===== src/rtl/decode_stage_if.sv =====
// rtl/decode_stage_if.sv - decode-side inputs and ID/EX register outputs of the decode stage
interface decode_stage_if;
    logic [31:0] InstrD;
    logic [31:0] PCD;
    logic [31:0] PCPlus4D;
    logic        ValidD;
    logic        StallE;
    logic        FlushE;
    logic [4:0]  A1;
    logic [4:0]  A2;
    logic [31:0] RD1;
    logic [31:0] RD2;
    logic        RegWriteW;
    logic [4:0]  RdW;
    logic [31:0] ResultW;
    logic        RegWriteE;
    logic        MemWriteE;
    logic        JumpE;
    logic        BranchE;
    logic        ALUSrcE;
    logic        ValidE;
    logic        IllegalE;
    logic [1:0]  ResultSrcE;
    logic [2:0]  ALUControlE;
    logic [31:0] RD1E;
    logic [31:0] RD2E;
    logic [31:0] ImmExtE;
    logic [31:0] PCE;
    logic [31:0] PCPlus4E;
    logic [4:0]  Rs1E;
    logic [4:0]  Rs2E;
    logic [4:0]  RdE;

    modport slave (
        input  InstrD, PCD, PCPlus4D, ValidD, StallE, FlushE, RD1, RD2,
               RegWriteW, RdW, ResultW,
        output A1, A2, RegWriteE, MemWriteE, JumpE, BranchE, ALUSrcE, ValidE,
               IllegalE, ResultSrcE, ALUControlE, RD1E, RD2E, ImmExtE, PCE,
               PCPlus4E, Rs1E, Rs2E, RdE
    );

    modport master (
        output InstrD, PCD, PCPlus4D, ValidD, StallE, FlushE, RD1, RD2,
               RegWriteW, RdW, ResultW,
        input  A1, A2, RegWriteE, MemWriteE, JumpE, BranchE, ALUSrcE, ValidE,
               IllegalE, ResultSrcE, ALUControlE, RD1E, RD2E, ImmExtE, PCE,
               PCPlus4E, Rs1E, Rs2E, RdE
    );
endinterface


===== src/rtl/decode_stage.sv =====
// rtl/decode_stage.sv - RV32 subset instruction decode with W-port bypass and ID/EX register
module decode_stage (
    input  logic               clk,
    input  logic               rst,
    decode_stage_if.slave      bus
);
    localparam logic [6:0] OP_R      = 7'b0110011;
    localparam logic [6:0] OP_I      = 7'b0010011;
    localparam logic [6:0] OP_LOAD   = 7'b0000011;
    localparam logic [6:0] OP_STORE  = 7'b0100011;
    localparam logic [6:0] OP_BRANCH = 7'b1100011;
    localparam logic [6:0] OP_JAL    = 7'b1101111;
    localparam logic [6:0] OP_LUI    = 7'b0110111;

    localparam logic [2:0] ALU_ADD = 3'b000;
    localparam logic [2:0] ALU_SUB = 3'b001;
    localparam logic [2:0] ALU_AND = 3'b010;
    localparam logic [2:0] ALU_OR  = 3'b011;
    localparam logic [2:0] ALU_SLT = 3'b101;

    typedef struct packed {
        logic        reg_write;
        logic        mem_write;
        logic        jump;
        logic        branch;
        logic        alu_src;
        logic        valid;
        logic        illegal;
        logic [1:0]  result_src;
        logic [2:0]  alu_ctl;
        logic [31:0] rd1;
        logic [31:0] rd2;
        logic [31:0] imm;
        logic [31:0] pc;
        logic [31:0] pc_plus4;
        logic [4:0]  rs1;
        logic [4:0]  rs2;
        logic [4:0]  rd;
    } idex_t;

    logic [31:0] instr;
    logic [6:0]  opcode;
    logic [2:0]  funct3;
    logic [4:0]  a1;
    logic [4:0]  a2;
    logic [31:0] op1;
    logic [31:0] op2;
    logic        legal;
    logic        reg_write;
    logic        mem_write;
    logic        jump;
    logic        branch;
    logic        alu_src;
    logic [1:0]  result_src;
    logic [2:0]  alu_ctl;
    logic [31:0] imm;
    idex_t       idex_d;
    idex_t       idex_q;

    assign instr  = bus.InstrD;
    assign opcode = instr[6:0];
    assign funct3 = instr[14:12];

    // LUI and JAL have no rs1; pinning A1 to x0 keeps stale bits out of the bypass compare
    assign a1     = (opcode == OP_LUI || opcode == OP_JAL) ? 5'd0 : instr[19:15];
    assign a2     = instr[24:20];
    assign bus.A1 = a1;
    assign bus.A2 = a2;

    // Operand select: x0 reads as zero, otherwise prefer the writeback value over the stale register file
    always_comb begin
        op1 = bus.RD1;
        op2 = bus.RD2;
        if (bus.RegWriteW && bus.RdW != 5'd0 && bus.RdW == a1) op1 = bus.ResultW;
        if (bus.RegWriteW && bus.RdW != 5'd0 && bus.RdW == a2) op2 = bus.ResultW;
        if (a1 == 5'd0) op1 = '0;
        if (a2 == 5'd0) op2 = '0;
    end

    // Control and immediate decode from opcode/funct3
    always_comb begin
        legal      = 1'b1;
        reg_write  = 1'b0;
        mem_write  = 1'b0;
        jump       = 1'b0;
        branch     = 1'b0;
        alu_src    = 1'b0;
        result_src = 2'b00;
        alu_ctl    = ALU_ADD;
        imm        = '0;
        case (opcode)
            OP_R, OP_I: begin
                reg_write = 1'b1;
                alu_src   = (opcode == OP_I);
                imm       = (opcode == OP_I) ? {{20{instr[31]}}, instr[31:20]} : 32'd0;
                case (funct3)
                    3'b000:  alu_ctl = (opcode == OP_R && instr[30]) ? ALU_SUB : ALU_ADD;
                    3'b111:  alu_ctl = ALU_AND;
                    3'b110:  alu_ctl = ALU_OR;
                    3'b010:  alu_ctl = ALU_SLT;
                    default: legal   = 1'b0;
                endcase
            end
            OP_LOAD: begin
                reg_write  = 1'b1;
                alu_src    = 1'b1;
                result_src = 2'b01;
                imm        = {{20{instr[31]}}, instr[31:20]};
            end
            OP_STORE: begin
                mem_write = 1'b1;
                alu_src   = 1'b1;
                imm       = {{20{instr[31]}}, instr[31:25], instr[11:7]};
            end
            OP_BRANCH: begin
                branch  = 1'b1;
                alu_ctl = ALU_SUB;
                imm     = {{19{instr[31]}}, instr[31], instr[7], instr[30:25], instr[11:8], 1'b0};
            end
            OP_JAL: begin
                jump       = 1'b1;
                reg_write  = 1'b1;
                result_src = 2'b10;
                imm        = {{11{instr[31]}}, instr[31], instr[19:12], instr[20], instr[30:21], 1'b0};
            end
            OP_LUI: begin
                reg_write = 1'b1;
                alu_src   = 1'b1;
                imm       = {instr[31:12], 12'b0};
            end
            default: legal = 1'b0;
        endcase
    end

    // Assemble the ID/EX payload; a bubble is all-zero, an illegal op keeps its datapath but no side effects
    always_comb begin
        idex_d = '0;
        if (bus.ValidD) begin
            idex_d.valid      = 1'b1;
            idex_d.illegal    = ~legal;
            idex_d.reg_write  = legal & reg_write;
            idex_d.mem_write  = legal & mem_write;
            idex_d.jump       = legal & jump;
            idex_d.branch     = legal & branch;
            idex_d.alu_src    = legal & alu_src;
            idex_d.result_src = legal ? result_src : 2'b00;
            idex_d.alu_ctl    = legal ? alu_ctl : ALU_ADD;
            idex_d.rd1        = op1;
            idex_d.rd2        = op2;
            idex_d.imm        = imm;
            idex_d.pc         = bus.PCD;
            idex_d.pc_plus4   = bus.PCPlus4D;
            idex_d.rs1        = a1;
            idex_d.rs2        = a2;
            idex_d.rd         = instr[11:7];
        end
    end

    // ID/EX register: reset and flush both win over stall, stall holds everything
    always_ff @(posedge clk) begin
        if (!rst || bus.FlushE) begin
            idex_q <= '0;
        end else if (!bus.StallE) begin
            idex_q <= idex_d;
        end
    end

    assign bus.RegWriteE   = idex_q.reg_write;
    assign bus.MemWriteE   = idex_q.mem_write;
    assign bus.JumpE       = idex_q.jump;
    assign bus.BranchE     = idex_q.branch;
    assign bus.ALUSrcE     = idex_q.alu_src;
    assign bus.ValidE      = idex_q.valid;
    assign bus.IllegalE    = idex_q.illegal;
    assign bus.ResultSrcE  = idex_q.result_src;
    assign bus.ALUControlE = idex_q.alu_ctl;
    assign bus.RD1E        = idex_q.rd1;
    assign bus.RD2E        = idex_q.rd2;
    assign bus.ImmExtE     = idex_q.imm;
    assign bus.PCE         = idex_q.pc;
    assign bus.PCPlus4E    = idex_q.pc_plus4;
    assign bus.Rs1E        = idex_q.rs1;
    assign bus.Rs2E        = idex_q.rs2;
    assign bus.RdE         = idex_q.rd;
endmodule


===== src/flat_wrapper.sv =====
// flat-port wrapper written by rule: the top's interface ports become plain ports
module decode_stage_flat 
  (clk, rst, bus_InstrD, bus_PCD, bus_PCPlus4D, bus_ValidD, bus_StallE, bus_FlushE, bus_RD1, bus_RD2, bus_RegWriteW, bus_RdW, bus_ResultW, bus_A1, bus_A2, bus_RegWriteE, bus_MemWriteE, bus_JumpE, bus_BranchE, bus_ALUSrcE, bus_ValidE, bus_IllegalE, bus_ResultSrcE, bus_ALUControlE, bus_RD1E, bus_RD2E, bus_ImmExtE, bus_PCE, bus_PCPlus4E, bus_Rs1E, bus_Rs2E, bus_RdE);
  decode_stage_if bus_i ();
  input  logic clk;
  input  logic rst;
  input wire logic [$bits(bus_i.InstrD)-1:0] bus_InstrD;
  input wire logic [$bits(bus_i.PCD)-1:0] bus_PCD;
  input wire logic [$bits(bus_i.PCPlus4D)-1:0] bus_PCPlus4D;
  input wire logic [$bits(bus_i.ValidD)-1:0] bus_ValidD;
  input wire logic [$bits(bus_i.StallE)-1:0] bus_StallE;
  input wire logic [$bits(bus_i.FlushE)-1:0] bus_FlushE;
  input wire logic [$bits(bus_i.RD1)-1:0] bus_RD1;
  input wire logic [$bits(bus_i.RD2)-1:0] bus_RD2;
  input wire logic [$bits(bus_i.RegWriteW)-1:0] bus_RegWriteW;
  input wire logic [$bits(bus_i.RdW)-1:0] bus_RdW;
  input wire logic [$bits(bus_i.ResultW)-1:0] bus_ResultW;
  output wire logic [$bits(bus_i.A1)-1:0] bus_A1;
  output wire logic [$bits(bus_i.A2)-1:0] bus_A2;
  output wire logic [$bits(bus_i.RegWriteE)-1:0] bus_RegWriteE;
  output wire logic [$bits(bus_i.MemWriteE)-1:0] bus_MemWriteE;
  output wire logic [$bits(bus_i.JumpE)-1:0] bus_JumpE;
  output wire logic [$bits(bus_i.BranchE)-1:0] bus_BranchE;
  output wire logic [$bits(bus_i.ALUSrcE)-1:0] bus_ALUSrcE;
  output wire logic [$bits(bus_i.ValidE)-1:0] bus_ValidE;
  output wire logic [$bits(bus_i.IllegalE)-1:0] bus_IllegalE;
  output wire logic [$bits(bus_i.ResultSrcE)-1:0] bus_ResultSrcE;
  output wire logic [$bits(bus_i.ALUControlE)-1:0] bus_ALUControlE;
  output wire logic [$bits(bus_i.RD1E)-1:0] bus_RD1E;
  output wire logic [$bits(bus_i.RD2E)-1:0] bus_RD2E;
  output wire logic [$bits(bus_i.ImmExtE)-1:0] bus_ImmExtE;
  output wire logic [$bits(bus_i.PCE)-1:0] bus_PCE;
  output wire logic [$bits(bus_i.PCPlus4E)-1:0] bus_PCPlus4E;
  output wire logic [$bits(bus_i.Rs1E)-1:0] bus_Rs1E;
  output wire logic [$bits(bus_i.Rs2E)-1:0] bus_Rs2E;
  output wire logic [$bits(bus_i.RdE)-1:0] bus_RdE;
  assign bus_i.InstrD = bus_InstrD;
  assign bus_i.PCD = bus_PCD;
  assign bus_i.PCPlus4D = bus_PCPlus4D;
  assign bus_i.ValidD = bus_ValidD;
  assign bus_i.StallE = bus_StallE;
  assign bus_i.FlushE = bus_FlushE;
  assign bus_i.RD1 = bus_RD1;
  assign bus_i.RD2 = bus_RD2;
  assign bus_i.RegWriteW = bus_RegWriteW;
  assign bus_i.RdW = bus_RdW;
  assign bus_i.ResultW = bus_ResultW;
  assign bus_A1 = bus_i.A1;
  assign bus_A2 = bus_i.A2;
  assign bus_RegWriteE = bus_i.RegWriteE;
  assign bus_MemWriteE = bus_i.MemWriteE;
  assign bus_JumpE = bus_i.JumpE;
  assign bus_BranchE = bus_i.BranchE;
  assign bus_ALUSrcE = bus_i.ALUSrcE;
  assign bus_ValidE = bus_i.ValidE;
  assign bus_IllegalE = bus_i.IllegalE;
  assign bus_ResultSrcE = bus_i.ResultSrcE;
  assign bus_ALUControlE = bus_i.ALUControlE;
  assign bus_RD1E = bus_i.RD1E;
  assign bus_RD2E = bus_i.RD2E;
  assign bus_ImmExtE = bus_i.ImmExtE;
  assign bus_PCE = bus_i.PCE;
  assign bus_PCPlus4E = bus_i.PCPlus4E;
  assign bus_Rs1E = bus_i.Rs1E;
  assign bus_Rs2E = bus_i.Rs2E;
  assign bus_RdE = bus_i.RdE;
  decode_stage u_core (.clk(clk), .rst(rst), .bus(bus_i));
endmodule

===== config.mk =====
export PLATFORM = sky130hd
export DESIGN_NAME = decode_stage_flat
export DESIGN_NICKNAME = d
export VERILOG_FILES = /design/src/rtl/decode_stage_if.sv /design/src/rtl/decode_stage.sv /design/src/flat_wrapper.sv
export SDC_FILE = /design/constraint.sdc
export NUM_CORES = 1
export LEC_CHECK = 0
export BUFFER_PORTS_ARGS = -buffer_cell sky130_fd_sc_hd__buf_2
export CAP_MARGIN = 20
export CORE_AREA = 2 2 157 159
export CTS_CLUSTER_DIAMETER = 50
export DETAILED_ROUTE_END_ITERATION = 16
export DIE_AREA = 0 0 159 161
export GPL_ROUTABILITY_DRIVEN = 1
export PLACE_DENSITY = 0.6
export SLEW_MARGIN = 0
export SYNTH_ARGS = -nofsm -noshare
export SYNTH_HDL_FRONTEND = slang
export SYNTH_SLANG_ARGS = --single-unit

===== constraint.sdc =====
create_clock -name clk -period 5.3 [get_ports clk]
set_clock_uncertainty 0.15 [all_clocks]
set_input_delay 0.795 -clock clk [delete_from_list [all_inputs] [get_ports clk]]
set_output_delay 0.795 -clock clk [all_outputs]
set_load 0.01 [all_outputs]

==> results of run 1 <==
worst paths after layout:
path,from,end
worst max-delay path,bus_InstrD[6],bus_A1[1]
worst max register to register,u_core.bus.ImmExtE[27],u_core.bus.ImmExtE[27]
worst min register to register,u_core.bus.RD2E[17],u_core.bus.RD2E[17]
worst min-delay path,u_core.bus.RD2E[17],u_core.bus.RD2E[17]
sequential cells by signal, summed over array words and instances, names as in the netlist, 2 cells and up:
name / count
u_core.bus.ResultSrcE: 2
u_core.bus.Rs2E: 5
u_core.bus.PCPlus4E: 32
u_core.bus.RD1E: 32
u_core.bus.RD2E: 32
u_core.bus.Rs1E: 5
u_core.bus.PCE: 32
u_core.bus.RdE: 5
u_core.bus.ALUControlE: 3
u_core.bus.ImmExtE: 32
metrics by stage:
step                      power (mW)  utilization (%)
final                          3.130            45.85
after global routing           3.248            45.85
after CTS                      3.156            45.83
after detailed placement       1.850            43.35
after global placement         1.846            43.26
after floorplan                1.670                -
cells by family (layout without fill, tap and decap cells):
logic type,count (synthesis),in the layout,synth area share (%)
muxes,34,34,4.229
AOI/OAI and AO/OA,266,266,25.45
buffers and inverters,100,449,5.472
other,0,2,0
xor gates and xnor gates,7,7,0.7428
DFF,187,187,45.35
and+or+nand+nor,303,303,18.75
per-layer routing:
metal / track usage, % / part of all wire, % / vias to the layer above
li1: - / - / 4033
met2: 38.36 / 48 / 369
met4: 7.603 / 2.3 / 0
met3: 6.394 / 7.3 / 44
met5: 0 / 0 / -
met1: 29.36 / 43 / 4022
layout make-up:
cell class | count | area [µm²] | share of cell area [%]
Clock inverter | 14 | 165.2 | 1.503
Inverter | 4 | 15.01 | 0.1367
Antenna cell | 2 | 5.005 | 0.04555
Sequential cell | 187 | 3744 | 34.07
Multi-Input combinational cell | 610 | 4106 | 37.38
Clock buffer | 18 | 429.2 | 3.906
Tap cell | 324 | 405.4 | 3.690
Timing Repair Buffer | 413 | 2117 | 19.27
worst reg2reg max path: stages, from the launching register on:
cell                      delay, ns
sky130_fd_sc_hd__dfxtp_1       0.32
sky130_fd_sc_hd__a22oi_1       0.18
sky130_fd_sc_hd__a21oi_1       0.10
layout by cell type, fill, tap and decap left out, drive strengths merged, types with 4 or more instances in the layout:
| master | instances |
|---|---|
| a22oi | 99 |
| nand3 | 42 |
| a32oi | 40 |
| o21ai | 34 |
| nand4 | 33 |
| clkbuf | 18 |
| dfxtp | 187 |
| buf | 413 |
| a21o | 9 |
| xnor2 | 4 |
| nor3b | 33 |
| mux2i | 33 |
| a22o | 4 |
| a21oi | 28 |
| nor2b | 8 |
| nor2 | 107 |
| nand2 | 49 |
| inv | 13 |
| o211ai | 34 |
| clkinv | 5 |
| and2 | 7 |
power by group through the flow:
stage                     sequential [mW]  combinational [mW]  clock [mW]
after CTS                            1.45               0.373        1.34
after global placement               1.48               0.368           0
after detailed placement             1.48               0.372           0
after floorplan                      1.49               0.180           0
final                                1.45               0.371        1.31
after global routing                 1.45               0.403        1.40
==> metrics.yaml, run 1 <==
synth:
  sequential_to_total_area_share_from_yosys_stat_pct: 45.35
  postSynthRegisterBits: 187
  yosys.area.top_type_share_pct: 45.35
  ys_top_cells_by_count: "sky130_fd_sc_hd__dfxtp_1, sky130_fd_sc_hd__nor2_1, sky130_fd_sc_hd__a22oi_1"
  synth_top_cell_by_area: "sky130_fd_sc_hd__dfxtp_1"
  synth_flop_cell: "sky130_fd_sc_hd__dfxtp_1"
  async_flop_share_pct: 0
  number_of_enable_flip_flop_cells_after_synthesis: 0
  ys_types: 64
  post_synthesis_cell_area_um2: 8254
  syn-instance-count: 897
  yosysWarningCount: 0
  largest_cells_by_area_after_synthesis: "sky130_fd_sc_hd__dfxtp_1, sky130_fd_sc_hd__a22oi_1, sky130_fd_sc_hd__nor2_1, sky130_fd_sc_hd__o211ai_2, sky130_fd_sc_hd__a32oi_1"
  synth_fp_nets: 1100
  syn-mean-instance-area_um2: 9.202
  yosys.cell_count.top_type: "sky130_fd_sc_hd__dfxtp_1"
drt:
  antenna_violating_nets_post_route: 0
  post_drt_wl_per_cell_um: 19.65
  detail_route.drc_violations: 0
  firstDrtPassIters: 4
  first_iter_violations: 642
  totalWireLength_mm: 30.89
  vias_per_cell: 5.387
  vias: 8468
finish:
  finish.net_count: 1436
  n_fill_cell: 2421
  layout-area-overhead-vs-synth_pct: 33.11
  final_cells: 1572
  layout-drive-gt1-share_pct: 39.49
  stdcell_area_um2: 10990
setup_path:
  timing.reg2reg.setup_slack_ns: 4.40
  slowest_delay_ns: 0.47
  worstPathRequired_ns: 4.36
  worstRegToRegCells: 2
  worst-path-buf-inv: 2
  cpLargestDelayFamily: "simple AND/OR/NAND/NOR gates"
  cp_cell_sequence: "buf_2 -> or3b_4 -> a21o_4 -> and2_1 -> buf_2"
  end_kind: "primary output"
  crit_fanout: 15
  critical_path_cell_count: 5
  critical_path.slowest_cell: "sky130_fd_sc_hd__or3b_4"
  crit_path_frequent_cell: "sky130_fd_sc_hd__buf_2"
  worstSetupPathType: "in -> out"
  timing.critical_path.arrival_ns: 2.10
  critical_path.startpoint_type: "input port"
outcome:
  status: "completed"
cts:
  cts_made_buffers: 17
  clkSinkCount: 187
  cts.path.max_buffers: 2
  postCtsSetupBuffers: 0
  insertion_delay_of_the_later_clocked_pin_in_the_worst_skew_pair_ns: 0.42
  htree_num_levels: 4
  cts-resized-gates: 0
  hold_buffers: 0
  cts_tree: "done"
  clock_input_transition_at_the_sequential_cells_of_the_worst_setup_and_hold_paths_ns: 0.07
  clock_tree_root_driver_cell: "sky130_fd_sc_hd__clkbuf_16"
sta:
  final.min_clock_period_ns: 3.042
  finalHoldViolations: 0
  fmax_ghz: 0.3287
  setup_slack_ns: 2.258
  finalSetupViolations: 0
  timing.hold.ws_ns: 0.2998
  tightest_slew_ns: 1.088
  slew_headroom_pct: 27.47
  rsz0062_at_grt: "false"
  timing.final.crit_share_pct: 57.40
  tns_ns: 0
  final_max_slew_viol_count: 0
die:
  boundaryPins: 400
  design.die.area_um2: 25600
  die_height_um: 161
  initial_utilization_pct: 34.45
  die_w_um: 159
  fp.coreArea_um2: 23960
  row_count: 57
pwr:
  share_clk_of_total_power_pct: 41.9
  p_int_mw: 2.210
  power.sequential.fraction_pct: 46.2
  p_sw_uw: 919.7
  power_frac_comb_pct: 11.9
  p_sw_share_pct: 29.38
  powerDensity_nw_per_um2: 284.9
  total_leakage_power_nw: 4.851
  max_vdd_drop_uv: 164.5
place:
  placedCellCount: 1538
  place_congestion: 0.8218
  dpl_cell_area_um2: 10390
  placement.io_buffers: 399
  detailedPlacementHpwl_mm: 21.59
  placement.setup.worst_slack_ns: 1.948
grt:
  grt_antenna_before_repair: 2
  grt_first_pass_wirelength_mm: 47.42
  number_of_global_route_vias_before_repair: 8182
  globalRoute.totalOverflow: 0
  track_usage_pct: 23.18
  grt_max_degree: 102
hold_path:
  worst_hold_path.num_cells: 2
  hold_class: "reg -> reg"
run:
  cap_viol_max_count: 0
Power figures use the tool's default switching activity.
==> run 2: changes to the inputs <==
--- a/config.mk
+++ b/config.mk
@@ -12,7 +12,7 @@
 export DETAILED_ROUTE_END_ITERATION = 16
 export DIE_AREA = 0 0 159 161
 export GPL_ROUTABILITY_DRIVEN = 1
-export PLACE_DENSITY = 0.6
+export PLACE_DENSITY = 0.62
 export SLEW_MARGIN = 0
 export SYNTH_ARGS = -nofsm -noshare
 export SYNTH_HDL_FRONTEND = slang
==> constraint.sdc (replaced) <==
create_clock -name clk -period 2.6 [get_ports clk]
set_clock_uncertainty 0.15 [all_clocks]
set_input_delay 0.39 -clock clk [delete_from_list [all_inputs] [get_ports clk]]
set_output_delay 0.39 -clock clk [all_outputs]
set_load 0.01 [all_outputs]
==> metrics.yaml, run 2 (same netlist as run 1, synthesis figures left out) <==
cts:
  hold_buffers: 0  # unchanged
  cts.path.max_buffers: 2  # unchanged
  postCtsSetupBuffers: 0  # unchanged
  cts-resized-gates: 0  # unchanged
  clkSinkCount: 187  # unchanged
  clock_input_transition_at_the_sequential_cells_of_the_worst_setup_and_hold_paths_ns: 0.09  # +0.02 ns
  cts_made_buffers: 17  # unchanged
  clock_tree_root_driver_cell: "sky130_fd_sc_hd__clkbuf_16"
  insertion_delay_of_the_later_clocked_pin_in_the_worst_skew_pair_ns: 0.43  # about the same
  htree_num_levels: 4  # unchanged
  cts_tree: "done"
pwr:
  finalPower_mw: 6.399  # +100%
  powerDensity_nw_per_um2: 567.7  # +99%
  total_leakage_power_nw: 5.004  # +3.1%
  max_vdd_drop_uv: 360.3  # +120%
setup_path:
  cp_cell_sequence: "buf_2 -> or3b_4 -> a21o_4 -> buf_4 -> and2_1 -> buf_2"
  worstSetupPathType: "in -> out"
  worst_r2r_startpoint: "u_core.bus.RD1E[11]"
  crit_fanout: 10  # -5
  critical_path.startpoint_type: "input port"
  slowest_delay_ns: 0.46  # about the same
  worstRegToRegCells: 2  # unchanged
  end_kind: "primary output"
  critical_path.slowest_cell: "sky130_fd_sc_hd__or3b_4"
  timing.critical_path.arrival_ns: 1.72  # -0.38 ns
  worstPathRequired_ns: 2.06  # -2.30 ns
  timing.reg2reg.setup_slack_ns: 1.71  # -2.69 ns
  crit_path_frequent_cell: "sky130_fd_sc_hd__buf_2"
  destination_of_the_worst_register_to_register_timing_path: "u_core.bus.RD1E[11]"
drt:
  first_iter_violations: 614  # -4.4%
  firstDrtPassIters: 5  # +1
  detail_route.drc_violations: 0  # unchanged
  antenna_violating_nets_post_route: 0  # unchanged
  vias: 8580  # +1.3%
  post_drt_wl_per_cell_um: 19.12  # -2.7%
  totalWireLength_mm: 30.50  # -1.3%
  vias_per_cell: 5.379  # -0.14%
finish:
  finalCoreUtilization_pct: 47.04  # +1.2 points
  final_cells: 1595  # +1.5%
  layout-area-overhead-vs-synth_pct: 36.56
  layout.cells.most_common: "sky130_fd_sc_hd__buf_2"
  layout-drive-gt1-share_pct: 40.58  # +1.1 points
  stdcell_area_um2: 11270  # +2.6%
  n_fill_cell: 2411  # -0.41%
  layout.cells.most_common_list: "sky130_fd_sc_hd__buf_2, sky130_fd_sc_hd__dfxtp_1, sky130_fd_sc_hd__nor2_1"
  finish.net_count: 1459  # +1.6%
sta:
  timing.final.crit_share_pct: 86.98
  tightest_slew_ns: 0.8812  # -0.2068 ns
  slew_headroom_pct: 41.12  # +14 points
  timing.hold.ws_ns: 0.03411  # -0.2657 ns
  finalSetupViolations: 0  # unchanged
  final_max_slew_viol_count: 0  # unchanged
  final.min_clock_period_ns: 2.262
  setup_slack_ns: 0.3385  # -1.919 ns
  finalHoldViolations: 0  # unchanged
  rsz0062_at_grt: "false"
  fmax_ghz: 0.4422
  tns_ns: 0  # unchanged
hold_path:
  hold_class: "in -> reg"
  hold_path_startpoint: "bus_PCD[24]"
  worst_hold_path.num_cells: 3  # +1
  worstHoldEndpoint: "u_core.bus.PCE[24]"
place:
  place_congestion: 0.8689  # +5.7%
  placedCellCount: 1561  # +1.5%
  placement.setup.worst_slack_ns: 0.1575  # -1.790 ns
  detailedPlacementHpwl_mm: 22.21  # +2.9%
  placement.io_buffers: 399  # unchanged
  dpl_cell_area_um2: 10660  # +2.6%
die:
  die_w_um: 159  # unchanged
  row_count: 57  # unchanged
  fp.coreArea_um2: 23960  # unchanged
  boundaryPins: 400  # unchanged
  initial_utilization_pct: 34.45  # unchanged
  design.die.area_um2: 25600  # unchanged
  die_height_um: 161  # unchanged
grt:
  grt_first_pass_wirelength_mm: 46.87  # -1.2%
  track_usage_pct: 22.98  # -0.20 points
  number_of_global_route_vias_before_repair: 8267  # +1.0%
  grt_max_degree: 124  # +22%
  globalRoute.totalOverflow: 0  # unchanged
  grt_antenna_before_repair: 1  # -1
outcome:
  status: "completed"
run:
  cap_viol_max_count: 0  # unchanged
run 2: worst max-delay path by stage:
| stage | from | end | slack [ns] |
|---|---|---|---|
| CTS | bus_InstrD[4] | bus_A1[1] | 0.34 |
| detailed placement | rst | u_core.bus.RD1E[20] | 0.16 |
| global route | bus_InstrD[4] | bus_A1[3] | 0.30 |
| global placement | bus_FlushE | u_core.bus.RD1E[17] | 0.19 |
| floorplan | bus_InstrD[4] | u_core.bus.RD1E[10] | 0.47 |
| finish | bus_InstrD[4] | bus_A1[1] | 0.34 |
run 2: worst max-delay path: cells and delay by family:
family,cells,cell delay (ns)
buffers and inverters,3,0.48
AOI/OAI and AO/OA,1,0.23
and+or+nand+nor,2,0.62
run 2: cell type report:
cell class              count  area, µm²  share of cell area [%]
flip-flops and latches    187       3744                   33.21
diodes                      2      5.005                 0.04440
clock buffers              18      429.2                   3.807
clock inverters            14      177.7                   1.576
multi-input cells         610       4106                   36.43
repair buffers            436       2390                   21.20
well taps                 324      405.4                   3.596
inverters                   4      15.01                  0.1332
run 2: report_power, final:
part / switching, mW / internal, mW / leakage [nW]
registers: 0.0314 / 2.92 / 1.51
logic: 0.479 / 0.313 / 3.20
clock network: 1.35 / 1.31 / 0.291
total: 1.86 / 4.54 / 5.00
run 2: routing by layer:
| metal | vias to the layer above | track usage [%] | part of all wire [%] |
|---|---|---|---|
| li1 | 4072 | - | - |
| met1 | 4074 | 28.76 | 42 |
| met2 | 389 | 38.77 | 48 |
| met3 | 43 | 5.727 | 8.0 |
| met4 | 2 | 7.851 | 2.5 |
| met5 | - | 0 | 0.039 |
==> run 3: changes to the inputs <==
--- a/config.mk
+++ b/config.mk
@@ -7,12 +7,12 @@
 export LEC_CHECK = 0
 export BUFFER_PORTS_ARGS = -buffer_cell sky130_fd_sc_hd__buf_2
 export CAP_MARGIN = 20
-export CORE_AREA = 2 2 157 159
+export CORE_AREA = 5 5 151 153
 export CTS_CLUSTER_DIAMETER = 50
 export DETAILED_ROUTE_END_ITERATION = 16
-export DIE_AREA = 0 0 159 161
+export DIE_AREA = 0 0 156 158
 export GPL_ROUTABILITY_DRIVEN = 1
-export PLACE_DENSITY = 0.62
+export PLACE_DENSITY = 0.72
 export SLEW_MARGIN = 0
 export SYNTH_ARGS = -nofsm -noshare
 export SYNTH_HDL_FRONTEND = slang
==> metrics.yaml, run 3 (same netlist as run 1, synthesis figures left out) <==
finish:
  finalCoreUtilization_pct: 52.23  # +5.2 points
  layout-drive-gt1-share_pct: 40.62  # about the same
  layout.cells.most_common: "sky130_fd_sc_hd__buf_2"
  layout.cells.most_common_list: "sky130_fd_sc_hd__buf_2, sky130_fd_sc_hd__dfxtp_1, sky130_fd_sc_hd__nor2_1"
  stdcell_area_um2: 11190  # -0.77%
  layout-area-overhead-vs-synth_pct: 35.52
  n_fill_cell: 1997  # -17%
  finish.net_count: 1459  # unchanged
die:
  row_count: 54  # -5.3%
  die_height_um: 158  # -1.9%
  initial_utilization_pct: 38.54  # +4.1 points
  fp.coreArea_um2: 21420  # -11%
  boundaryPins: 400  # unchanged
  design.die.area_um2: 24650  # -3.7%
  die_w_um: 156  # -1.9%
grt:
  number_of_global_route_vias_before_repair: 8062  # -2.5%
  grt_antenna_before_repair: 2  # +1
  grt_first_pass_wirelength_mm: 45.99  # -1.9%
  grt_max_degree: 124  # unchanged
  track_usage_pct: 23.46  # +0.48 points
  globalRoute.totalOverflow: 0  # unchanged
cts:
  htree_num_levels: 4  # unchanged
  cts.path.max_buffers: 2  # unchanged
  cts-resized-gates: 0  # unchanged
  cts_tree: "done"
  insertion_delay_of_the_later_clocked_pin_in_the_worst_skew_pair_ns: 0.41  # -0.02 ns
  hold_buffers: 0  # unchanged
  clock_input_transition_at_the_sequential_cells_of_the_worst_setup_and_hold_paths_ns: 0.09  # about the same
  postCtsSetupBuffers: 0  # unchanged
  cts_made_buffers: 17  # unchanged
  clkSinkCount: 187  # unchanged
  clock_tree_root_driver_cell: "sky130_fd_sc_hd__clkbuf_16"
drt:
  vias: 8624  # +0.51%
  antenna_violating_nets_post_route: 0  # unchanged
  detail_route.drc_violations: 0  # unchanged
  totalWireLength_mm: 30.83  # +1.1%
  post_drt_wl_per_cell_um: 19.88  # +3.9%
  first_iter_violations: 687  # +12%
  vias_per_cell: 5.560  # +3.4%
  firstDrtPassIters: 5  # unchanged
pwr:
  max_vdd_drop_uv: 372.4  # +3.4%
  powerDensity_nw_per_um2: 570.1  # +0.43%
  total_leakage_power_nw: 4.992  # -0.24%
setup_path:
  worst_r2r_startpoint: "u_core.bus.ImmExtE[27]"
  worstSetupPathType: "in -> reg"
  cpLargestDelayFamily: "simple AND/OR/NAND/NOR gates"
  end_kind: "flip-flop"
  cp_cell_sequence: "buf_2 -> nor2b_1 -> o211ai_1 -> nor2_4 -> buf_4 -> a32oi_1 -> nand3_1"
  timing.critical_path.arrival_ns: 2.42  # +0.70 ns
  slowest_delay_ns: 0.86  # +0.40 ns
  critical_path.slowest_cell: "sky130_fd_sc_hd__nor2_4"
  critical_path.startpoint_type: "input port"
  worstPathRequired_ns: 2.82  # +0.76 ns
  worst-path-buf-inv: 2  # -1
  worstRegToRegCells: 2  # unchanged
  crit_fanout: 38  # +28
  destination_of_the_worst_register_to_register_timing_path: "u_core.bus.ImmExtE[27]"
  timing.reg2reg.setup_slack_ns: 1.71  # about the same
outcome:
  status: "completed"
hold_path:
  hold_class: "in -> reg"
  worst_hold_path.num_cells: 3  # unchanged
  hold_path_startpoint: "bus_PCPlus4D[6]"
  worstHoldEndpoint: "u_core.bus.PCPlus4E[6]"
sta:
  slew_headroom_pct: 27.47  # -14 points
  final_max_slew_viol_count: 0  # unchanged
  finalHoldViolations: 0  # unchanged
  setup_slack_ns: 0.3964  # +0.05788 ns
  fmax_ghz: 0.4538  # +2.6%
  rsz0062_at_grt: "false"
  final.min_clock_period_ns: 2.204  # -0.05788 ns
  timing.final.crit_share_pct: 84.76  # -2.2 points
  finalSetupViolations: 0  # unchanged
  tightest_slew_ns: 1.085  # +0.2042 ns
place:
  placement.io_buffers: 399  # unchanged
  detailedPlacementHpwl_mm: 22.60  # +1.7%
  placement.setup.worst_slack_ns: -0.03915  # -0.1966 ns
  dpl_cell_area_um2: 10580  # -0.75%
  place_congestion: 0.9023  # +3.8%
run:
  cap_viol_max_count: 0  # unchanged
[run 3: report_power, final]
group | total, mW | leakage (nW) | switching [mW] | internal [mW]
clock network | 2.64 | 0.290 | 1.33 | 1.31
registers | 2.95 | 1.51 | 0.0296 | 2.92
logic | 0.792 | 3.19 | 0.479 | 0.313
total | 6.38 | 4.99 | 1.84 | 4.54
[run 3: layer usage]
metal	up-vias	share of wire [%]	track usage [%]
met5	-	0.088	0
li1	4076	-	-
met4	4	2.0	6.211
met3	40	8.6	6.260
met2	393	50	40.87
met1	4111	39	28.75
[run 3: tightest hold or removal path: stages]
cell	delay (ns)
sky130_fd_sc_hd__buf_2	0.07
sky130_fd_sc_hd__a22oi_1	0.05
sky130_fd_sc_hd__nor2_1	0.07
[run 3: area by class of cell]
class / instances / area [µm²] / area share (%)
antenna: 3 / 7.507 / 0.06711
clock buffer: 17 / 425.4 / 3.803
clock inverter: 14 / 172.7 / 1.544
inverter: 4 / 15.01 / 0.1342
multi-input combinational: 610 / 4106 / 36.71
sequential: 187 / 3744 / 33.47
tap: 280 / 350.3 / 3.132
timing repair buffer: 436 / 2365 / 21.14
[run 3: worst max path at each step]
stage / start / end / slack, ns / cells past startpoint
floorplan: bus_InstrD[4] / u_core.bus.RD1E[10] / 0.47 / 7
global placement: rst / u_core.bus.RD1E[18] / 0.02 / 7
detailed placement: rst / u_core.bus.RD1E[14] / -0.04 / 7
CTS: rst / u_core.bus.RD1E[14] / 0.40 / 7
global route: rst / u_core.bus.RD1E[12] / 0.24 / 7
finish: rst / u_core.bus.RD1E[18] / 0.40 / 7
[run 3: metrics by stage]
| stage | setup TNS (ns) | instances | power (mW) | hold WS [ns] |
|---|---|---|---|---|
| floorplan | 0 | 897 | 3.404 | 0.3226 |
| finish | 0 | 1551 | 6.377 | 0.03877 |
| CTS | 0 | 1548 | 6.441 | 0.02118 |
| detailed placement | -0.2735 | 1517 | 3.808 | 0.2872 |
| global placement | 0 | 1517 | 3.800 | 0.2823 |
| global route | 0 | 1548 | 6.631 | 0.02897 |
